--- src/rtl/bch_pkg.sv ---
// Shared types and constants for the BCH GF(2^m) math layer.
// Provides the divider FSM state, default primitive polynomials and the divider latency.
package bch_pkg;

    typedef enum logic [1:0] {
        StIdle,
        StSqr,
        StMul,
        StDone
    } div_state_e;

    // Low m coefficients of a primitive polynomial for GF(2^m); x^m is implied.
    function automatic logic [31:0] prim_poly_low(input int unsigned m);
        logic [31:0] p;
        p = 32'h0000_0003;
        case (m)
            2, 3, 4, 6, 15, 22:      p = 32'h0000_0003;
            5, 11, 21, 29:           p = 32'h0000_0005;
            7, 10, 17, 20, 25, 28:   p = 32'h0000_0009;
            31:                      p = 32'h0000_0009;
            8:                       p = 32'h0000_001D;
            9:                       p = 32'h0000_0011;
            12, 30:                  p = 32'h0000_0053;
            13:                      p = 32'h0000_001B;
            14:                      p = 32'h0000_002B;
            16:                      p = 32'h0000_100B;
            18:                      p = 32'h0000_0081;
            19, 27:                  p = 32'h0000_0027;
            23:                      p = 32'h0000_0021;
            24:                      p = 32'h0000_0087;
            26:                      p = 32'h0000_0047;
            default:                 p = 32'h0000_0003;
        endcase
        return p;
    endfunction

    // Accept edge to the edge at which the quotient is sampled valid.
    function automatic int unsigned div_latency(input int unsigned m);
        return 2 * (m - 1) * (m + 1) + 1;
    endfunction

endpackage

--- src/rtl/bch_gf_mul_serial.sv ---
// Bit-serial MSB-first GF(2^m) multiplier: one load cycle, then m shift cycles.
// done_o flags the last shift cycle; p_o then carries the product to be captured on that edge.
module bch_gf_mul_serial #(
    parameter int unsigned       Width = 8,
    parameter logic [Width-1:0]  Poly  = Width'(8'h1D)
) (
    input  logic             clk_i,
    input  logic             rst_ni,
    input  logic             start_i,
    input  logic [Width-1:0] a_i,
    input  logic [Width-1:0] b_i,
    output logic [Width-1:0] p_o,
    output logic             done_o
);

    localparam int unsigned CntW = $clog2(Width + 1);

    logic [Width-1:0] acc_q, acc_d;
    logic [Width-1:0] a_q, a_d;
    logic [Width-1:0] b_q, b_d;
    logic [CntW-1:0]  cnt_q, cnt_d;
    logic [Width-1:0] acc_shift;

    always_comb begin
        acc_shift = {acc_q[Width-2:0], 1'b0}
                  ^ (acc_q[Width-1] ? Poly : '0)
                  ^ (b_q[Width-1] ? a_q : '0);
        acc_d = acc_q;
        a_d   = a_q;
        b_d   = b_q;
        cnt_d = cnt_q;
        if (start_i) begin
            a_d   = a_i;
            b_d   = b_i;
            acc_d = '0;
            cnt_d = CntW'(Width);
        end else if (cnt_q != '0) begin
            acc_d = acc_shift;
            b_d   = {b_q[Width-2:0], 1'b0};
            cnt_d = cnt_q - 1'b1;
        end
        p_o    = acc_shift;
        done_o = (cnt_q == CntW'(1));
    end

    always_ff @(posedge clk_i or negedge rst_ni) begin
        if (!rst_ni) begin
            acc_q <= '0;
            a_q   <= '0;
            b_q   <= '0;
            cnt_q <= '0;
        end else begin
            acc_q <= acc_d;
            a_q   <= a_d;
            b_q   <= b_d;
            cnt_q <= cnt_d;
        end
    end

endmodule

--- src/rtl/bch_math_div.sv ---
// Iterative GF(2^m) divider: Q = A * B^(2^m-2) via square-and-multiply on one serial multiplier.
// Optional macro BCH_DIV_ZERO_CHK_EN short-cuts B=0 straight to a flagged result.
module bch_math_div
    import bch_pkg::*;
#(
    parameter int unsigned          C_INWIDTH   = 8,
    parameter logic [C_INWIDTH-1:0] C_POLY_PRIM = C_INWIDTH'(prim_poly_low(C_INWIDTH))
) (
    input  logic                 I_clk,
    input  logic                 I_rst_n,
    input  logic [C_INWIDTH-1:0] I_Dividend,
    input  logic [C_INWIDTH-1:0] I_Divisor,
    input  logic                 I_Div_v,
    output logic                 O_Busy,
    output logic [C_INWIDTH-1:0] O_Quot,
    output logic                 O_Quot_v,
    output logic                 O_Err
);

    localparam int unsigned KW = $clog2(C_INWIDTH);

    div_state_e           state_q, state_d;
    logic [C_INWIDTH-1:0] r_q, r_d;
    logic [C_INWIDTH-1:0] s_q, s_d;
    logic [KW-1:0]        k_q, k_d;
    logic                 run_q, run_d;
    logic [C_INWIDTH-1:0] quot_q, quot_d;
    logic                 quot_v_q, quot_v_d;
    logic                 err_q, err_d;

    logic                 mul_start;
    logic [C_INWIDTH-1:0] mul_a, mul_b, mul_p;
    logic                 mul_done;

    bch_gf_mul_serial #(
        .Width (C_INWIDTH),
        .Poly  (C_POLY_PRIM)
    ) u_mul (
        .clk_i   (I_clk),
        .rst_ni  (I_rst_n),
        .start_i (mul_start),
        .a_i     (mul_a),
        .b_i     (mul_b),
        .p_o     (mul_p),
        .done_o  (mul_done)
    );

    always_comb begin
        state_d   = state_q;
        r_d       = r_q;
        s_d       = s_q;
        k_d       = k_q;
        run_d     = run_q;
        quot_d    = quot_q;
        quot_v_d  = 1'b0;
        err_d     = err_q;
        mul_start = 1'b0;
        mul_a     = s_q;
        mul_b     = (state_q == StMul) ? r_q : s_q;

        unique case (state_q)
            StIdle: begin
                if (I_Div_v) begin
                    r_d     = I_Dividend;
                    s_d     = I_Divisor;
                    k_d     = KW'(1);
                    state_d = StSqr;
`ifdef BCH_DIV_ZERO_CHK_EN
                    if (I_Divisor == '0) begin
                        state_d  = StDone;
                        quot_d   = '0;
                        quot_v_d = 1'b1;
                        err_d    = 1'b1;
                    end
`endif
                end
            end
            StSqr: begin
                if (!run_q) begin
                    mul_start = 1'b1;
                    run_d     = 1'b1;
                end else if (mul_done) begin
                    s_d     = mul_p;
                    run_d   = 1'b0;
                    state_d = StMul;
                end
            end
            StMul: begin
                if (!run_q) begin
                    mul_start = 1'b1;
                    run_d     = 1'b1;
                end else if (mul_done) begin
                    r_d   = mul_p;
                    run_d = 1'b0;
                    if (k_q == KW'(C_INWIDTH - 1)) begin
                        // Quotient and valid are registered here so they are live during DONE.
                        state_d  = StDone;
                        quot_d   = mul_p;
                        quot_v_d = 1'b1;
                        err_d    = 1'b0;
                    end else begin
                        k_d     = k_q + KW'(1);
                        state_d = StSqr;
                    end
                end
            end
            StDone: begin
                state_d = StIdle;
            end
            default: begin
                state_d = StIdle;
            end
        endcase
    end

    always_ff @(posedge I_clk or negedge I_rst_n) begin
        if (!I_rst_n) begin
            state_q  <= StIdle;
            r_q      <= '0;
            s_q      <= '0;
            k_q      <= '0;
            run_q    <= 1'b0;
            quot_q   <= '0;
            quot_v_q <= 1'b0;
            err_q    <= 1'b0;
        end else begin
            state_q  <= state_d;
            r_q      <= r_d;
            s_q      <= s_d;
            k_q      <= k_d;
            run_q    <= run_d;
            quot_q   <= quot_d;
            quot_v_q <= quot_v_d;
            err_q    <= err_d;
        end
    end

    assign O_Busy   = (state_q != StIdle);
    assign O_Quot   = quot_q;
    assign O_Quot_v = quot_v_q;
`ifdef BCH_DIV_ZERO_CHK_EN
    assign O_Err    = err_q;
`else
    assign O_Err    = 1'b0 & err_q;
`endif

endmodule

--- config.mk ---
export PLATFORM = sky130hd
export DESIGN_NAME = bch_math_div
export DESIGN_NICKNAME = d
export VERILOG_FILES = /design/src/rtl/bch_pkg.sv /design/src/rtl/bch_gf_mul_serial.sv /design/src/rtl/bch_math_div.sv
export SDC_FILE = /design/constraint.sdc
export NUM_CORES = 1
export LEC_CHECK = 0
export CORE_UTILIZATION = 30
export CTS_BUF_LIST = sky130_fd_sc_hd__clkbuf_16
export CTS_CLUSTER_DIAMETER = 80
export DETAILED_ROUTE_END_ITERATION = 16
export GPL_ROUTABILITY_DRIVEN = 0
export SLEW_MARGIN = 25
export SYNTH_ARGS = -nofsm -noshare
export SYNTH_HDL_FRONTEND = slang
export SYNTH_HIERARCHICAL = 1
export SYNTH_SLANG_ARGS = --single-unit
--- constraint.sdc ---
create_clock -name I_clk -period 2.2 [get_ports I_clk]
set_clock_uncertainty 0.2 [all_clocks]
set_input_delay 0.22 -clock I_clk [delete_from_list [all_inputs] [get_ports I_clk]]
set_output_delay 0.22 -clock I_clk [all_outputs]
set_load 0.1 [all_outputs]
Yosys cells after proc, flatten, opt, wreduce, memory -nomap -nowiden
Cells that the tools add are included.
{"block": "word_totals", "register_bits": 59, "wordCells": 73}
{"block": "classes", "add_sub_neg": 2, "eq_ne": 11, "muxes": 35, "n_bitwise": 2, "reduce_logical": 12}
{"operator": "8-bit 2-to-1 mux", "n": 10}
{"operator": "8-bit one-hot mux with 2 select lines", "n": 2}
{"operator": "8-bit XOR", "n": 2}
{"operator": "2-bit 2-to-1 mux", "n": 6}
{"operator": "3-bit 2-to-1 mux", "n": 4}
{"operator": "2-bit inequality test, second input constant", "n": 6}
{"operator": "4-bit AND reduction", "n": 3}
{"operator": "5-bit AND reduction", "n": 2}
{"operator": "1-bit 2-to-1 mux", "n": 8}
{"operator": "4-bit 2-to-1 mux", "n": 2}
{"operator": "2-bit one-hot mux with 4 select lines", "n": 1}
{"operator": "2-bit nonzero test", "n": 4}
{"operator": "3-bit one-hot mux with 2 select lines", "n": 1}
{"operator": "5-bit 2-to-1 mux", "n": 1}
{"operator": "2-bit == test, second input constant", "n": 2}
{"operator": "4-bit by 1-bit == test with 1-bit output, second input constant", "n": 1}
{"operator": "4-bit nonzero test", "n": 1}
{"operator": "4-bit by 1-bit subtractor with 4-bit output, second input constant", "n": 1}
{"operator": "3-bit by 1-bit adder with 3-bit output, second input constant", "n": 1}
{"operator": "3-bit == test, second input constant", "n": 1}
{"operator": "2-bit by 1-bit == test with 1-bit output, second input constant", "n": 1}
{"operator": "2-bit zero test", "n": 1}
{"operator": "2-bit OR reduction", "n": 1}

Logic depth before layout (Yosys ltp)
Gate-level depths: netlist of run 1.
{"block": "logic_depth", "word_depth": 6, "ltp_mapped": 8}

By module
Netlist of run 1, hierarchy kept.
{"mod": "bch_math_div", "n_inst": 1, "cells_each": 126, "area_each_um2": 1692.9, "seq_area_each_um2": 775.7}
{"mod": "bch_gf_mul_serial", "n_inst": 1, "cells_each": 133, "area_each_um2": 1372.6, "seq_area_each_um2": 700.7}

Least setup slack after synthesis of run 1
OpenSTA, ideal clock, no wires.
{"block": "synth_timing", "path_kind": "register to register", "start": "reg u_mul.cnt_q[1]", "end": "reg s_q[0], in the netlist mul_a[0]", "t_arrival_ns": 1.886, "t_required_ns": 1.875, "setup_slack_ns": -0.011, "path_stages_with_launch": 7, "path_buffers": 0, "synth_period_minus_slack_ns": 2.211, "cell_sequence": "dfrtp_1 inv_1 ha_1 nor3b_1 nand2_4 a21oi_4 mux2_2"}
{"block": "synth_via", "elab_chain_cells": 3}
{"item": "start: declaration", "line": "bch_gf_mul_serial.sv:21", "source": "logic [CntW-1:0] cnt_q, cnt_d;"}
{"item": "start signal: assignment", "line": "bch_gf_mul_serial.sv:56", "source": "cnt_q <= cnt_d;"}
{"item": "4-bit by 1-bit == test with 1-bit output", "line": "bch_gf_mul_serial.sv:43", "source": "done_o = (cnt_q == CntW'(1));"}
{"item": "net mul_done", "line": "bch_math_div.sv:33", "source": "logic mul_done;"}
{"item": "2-bit inequality test (no line)"}
{"item": "4-bit AND reduction (no line)"}
{"item": "end signal: assignment", "line": "bch_math_div.sv:120", "source": "s_q <= '0;"}
{"item": "end signal: assignment", "line": "bch_math_div.sv:129", "source": "s_q <= s_d;"}
{"item": "end: declaration", "line": "bch_math_div.sv:24", "source": "logic [C_INWIDTH-1:0] s_q, s_d;"}
The timed path passes the listed nets, and every way through them passes these cells.
A chain may end at the register's enable or synchronous reset.

Worst setup path in the final report of run 1
{"block": "layout_timing", "start": "reg u_mul.cnt_q[1]", "end": "reg s_q[2], in the netlist mul_a[2]"}
The elaborated chain is that of the path after synthesis.

==> flow_summary.toml, run 1 <==
[worst_setup_path]
end_kind = "flip-flop"
criticalPathCategory = "reg -> reg"
path_max_fanout = 8
arrival_ps = 2040
start_kind = "flip-flop"
timing.rr.end = "mul_a[2]$_DFFE_PN0P_"
reg2reg_from = "u_mul/cnt_q[1]$_DFFE_PN0P_"
rrSetupSlack_ps = 170
worstPathRequired_ps = 2210
ff2ff_path_depth = 6

[clock_tree]
clock_path_buffers = 2
clk_pin_slew_ps = 50
clock_latency_ps = 330
post_cts_buffers = 0
cts_inserted_buffers = 9
cts_tree = "built"
root_buffer = "clkbuf_16"
cts.sink_count = 59
h-tree-depth = 3
cts_resized = 0

[min_path]
worstHoldPathType = "in -> async"

[route]
postRouteWirelength_um = 6190
vias_per_cell = 4.66
drt_first_iter_violations = 61
vias = 2018
wl_per_cell_um = 14.3
ant_nets = 0
drc_errors = 0
drtPass1Iterations = 4

[sta]
maxSlewViolCount = 0
post-route-period-util_pct = 92.5
post-route-min-period_ps = 2030
setup_viol_count_final = 0
hold_ws_ps = 236
hold_viol_final = 0
fmax_mhz = 491
fin_tns_setup_ps = 0
final.setup.worst_slack_ps = 165
rsz0062_at_grt = "no"

[die]
start_util_pct = 31.2
chipWidth_um = 103
io_pins = 30
core_mm2 = 0.00982
row_count = 36
dieArea_mm2 = 0.0106
dieHeight_um = 103

[grt]
antenna_found_initial = 0
grt-busiest-layer = "met2"
met1_usage_pct = 15.9
grt_remaining_overflow = 0
first_global_vias = 2163
grt.met3_usage_pct = 4.41
grt_use_met2_pct = 22.3
grtUsageTotal_pct = 13.5
grt_max_degree = 60
grt_pass1_wl_um = 10400

[layout]
drive_above_1_share_pct = 34.0
n_antenna_cell = 0
post-route-cell-area_mm2 = 0.00384
fin_nets = 322
nFillCells = 975
areaGrowthSynthToFinish_pct = 25.3

[synthesis]
synth_top_cell_area_share_pct = 48.2
synthCells = 259
ys_seq_area_share_pct = 48.2
ys_types = 38
synth_area_leaders = "dfrtp_1 (48%), mux2_2 (21%), ha_1 (3.3%), nand2_1 (2.8%), a21oi_1 (2.6%)"
synth.ff_latch_count = 59
synth_most_common_cell = "dfrtp_1"
synth-async-reset-ratio_pct = 100
synth_edf_count = 0
synth_commonest_cells = "dfrtp_1 (59), mux2_2 (57), nand2_1 (23)"
yosys.area.top_type = "dfrtp_1"
syn_area_mm2 = 0.00307
syn-mean-instance-area_um2 = 11.8
yosysWarnings = 6
ys_dominant_reg_cell = "dfrtp_1"
synth.net_count = 286

[power]
leakagePower_nw = 1.69
powerDensity_mw_per_mm2 = 1570
ir_drop_mv = 0.529

[job]
drv_cap = 0

[run_status]
status = "completed"

[placed_design]
hpwl_um = 4310
preCtsSetupSlack_ps = 143
placed_area_mm2 = 0.00352
io_buffers = 28
-- through the flow --
stage	power [mW]	instances	utilization [%]
floorplan	3.96	259	-
global placement	4.58	416	35.9
detailed placement	4.66	416	35.9
CTS	6.15	433	39.1
global route	6.49	433	39.1
finish	6.05	433	39.1
-- how the worst max path moves through the flow --
stage                          startpoint                   end  slack, ps  cells past startpoint
2_1_floorplan  u_mul/cnt_q[1]$_DFFE_PN0P_  mul_a[0]$_DFFE_PN0P_        240                      6
3_3_place_gp   u_mul/cnt_q[1]$_DFFE_PN0P_    r_q[7]$_DFFE_PN0P_        160                      6
3_5_place_dp   u_mul/cnt_q[1]$_DFFE_PN0P_    r_q[5]$_DFFE_PN0P_        140                      6
4_1_cts        u_mul/cnt_q[1]$_DFFE_PN0P_    r_q[5]$_DFFE_PN0P_        130                      6
5_1_grt        u_mul/cnt_q[1]$_DFFE_PN0P_    r_q[2]$_DFFE_PN0P_         60                      6
6_report       u_mul/cnt_q[1]$_DFFE_PN0P_  mul_a[2]$_DFFE_PN0P_        170                      6
-- flip-flops by register name, indices dropped and copies added (netlist names) --
| name | cells |
|---|---|
| O_Quot_v | 1 |
| k_q | 3 |
| u_mul/b_q | 8 |
| u_mul/cnt_q | 4 |
| r_q | 8 |
| mul_a | 8 |
| u_mul/acc_q | 8 |
| O_Quot | 8 |
| state_q | 2 |
| run_q | 1 |
| u_mul/a_q | 8 |
-- kinds of logic after synthesis --
logic type | Yosys count | synth area share (%)
muxes | 60 | 22.2
DFF | 59 | 48.2
and+or+nand+nor | 58 | 10.5
AOI/OAI and AO/OA | 35 | 7.84
buffers and inverters | 26 | 4.45
xor gates and xnor gates | 12 | 3.43
adders and majority gates | 8 | 3.27
other | 1 | 0.122
-- repair_timing --
action,CTS,global route
hold buffers,1,0
endpoints found under the setup margin,0,0
hold endpoints to repair,59,0
-- area by class of cell --
type,instances,area [um2],area share (%)
flip-flops and latches,59,1480,38.4
multi-input cells,174,1460,38.0
repair buffers,39,385,10.0
clock buffers,9,225,5.86
well taps,133,166,4.33
clock inverters,7,83.8,2.18
inverters,12,45.0,1.17
-- layer usage --
layer | share of wire (%) | wire length [um]
met1 | 46 | 2820
met2 | 49 | 3030
met3 | 3.7 | 231
met4 | 1.8 | 113
met5 | 0 | 0
-- worst max-delay path, cell delays in order, from the launching register on --
cell	delay, ps
dfrtp_1	380
inv_1	80
ha_1	130
nor3b_2	280
nand2_4	120
a21oi_4	340
mux2_2	380
-- power by group --
group	switching (mW)	total (mW)	internal, mW
combinational	1.33	2.70	1.36
clock	0.467	1.44	0.975
sequential	0.344	1.91	1.57
-- placed cells by master (no fill, tap or decap), types with 2 or more instances in the layout --
| master | netlist | final |
|---|---|---|
| xor2_1 | 8 | 8 |
| clkdlybuf4s50_1 | 0 | 17 |
| nand2b_1 | 2 | 2 |
| nor2b_1 | 8 | 7 |
| o211ai_1 | 2 | 2 |
| nor3b_1 | 3 | 2 |
| a21oi_4 | 2 | 2 |
| buf_4 | 1 | 16 |
| xnor2_1 | 4 | 4 |
| nor2_1 | 10 | 10 |
| mux2_2 | 57 | 57 |
| ha_1 | 8 | 8 |
| clkinv_1 | 0 | 2 |
| a21o_1 | 3 | 3 |
| bufinv_16 | 0 | 2 |
| clkbuf_16 | 0 | 9 |
| nand2_1 | 23 | 23 |
| buf_12 | 0 | 4 |
| nand4_1 | 3 | 3 |
| a31oi_1 | 2 | 2 |
| nor3b_2 | 2 | 3 |
| a21oi_1 | 16 | 16 |
| a211oi_1 | 6 | 6 |
| dfrtp_1 | 59 | 59 |
| inv_1 | 12 | 13 |
Note: power is estimated with default switching activity, not from simulation.
==> run 2: changes to the inputs <==
--- a/config.mk
+++ b/config.mk
@@ -10,6 +10,7 @@
 export CTS_CLUSTER_DIAMETER = 80
 export DETAILED_ROUTE_END_ITERATION = 16
 export GPL_ROUTABILITY_DRIVEN = 0
+export SETUP_SLACK_MARGIN = 0.02
 export SLEW_MARGIN = 25
 export SYNTH_ARGS = -nofsm -noshare
 export SYNTH_HDL_FRONTEND = slang
==> results of run 2 <==
Same layout as run 1: the final DEF is identical, and so are final timing and power.
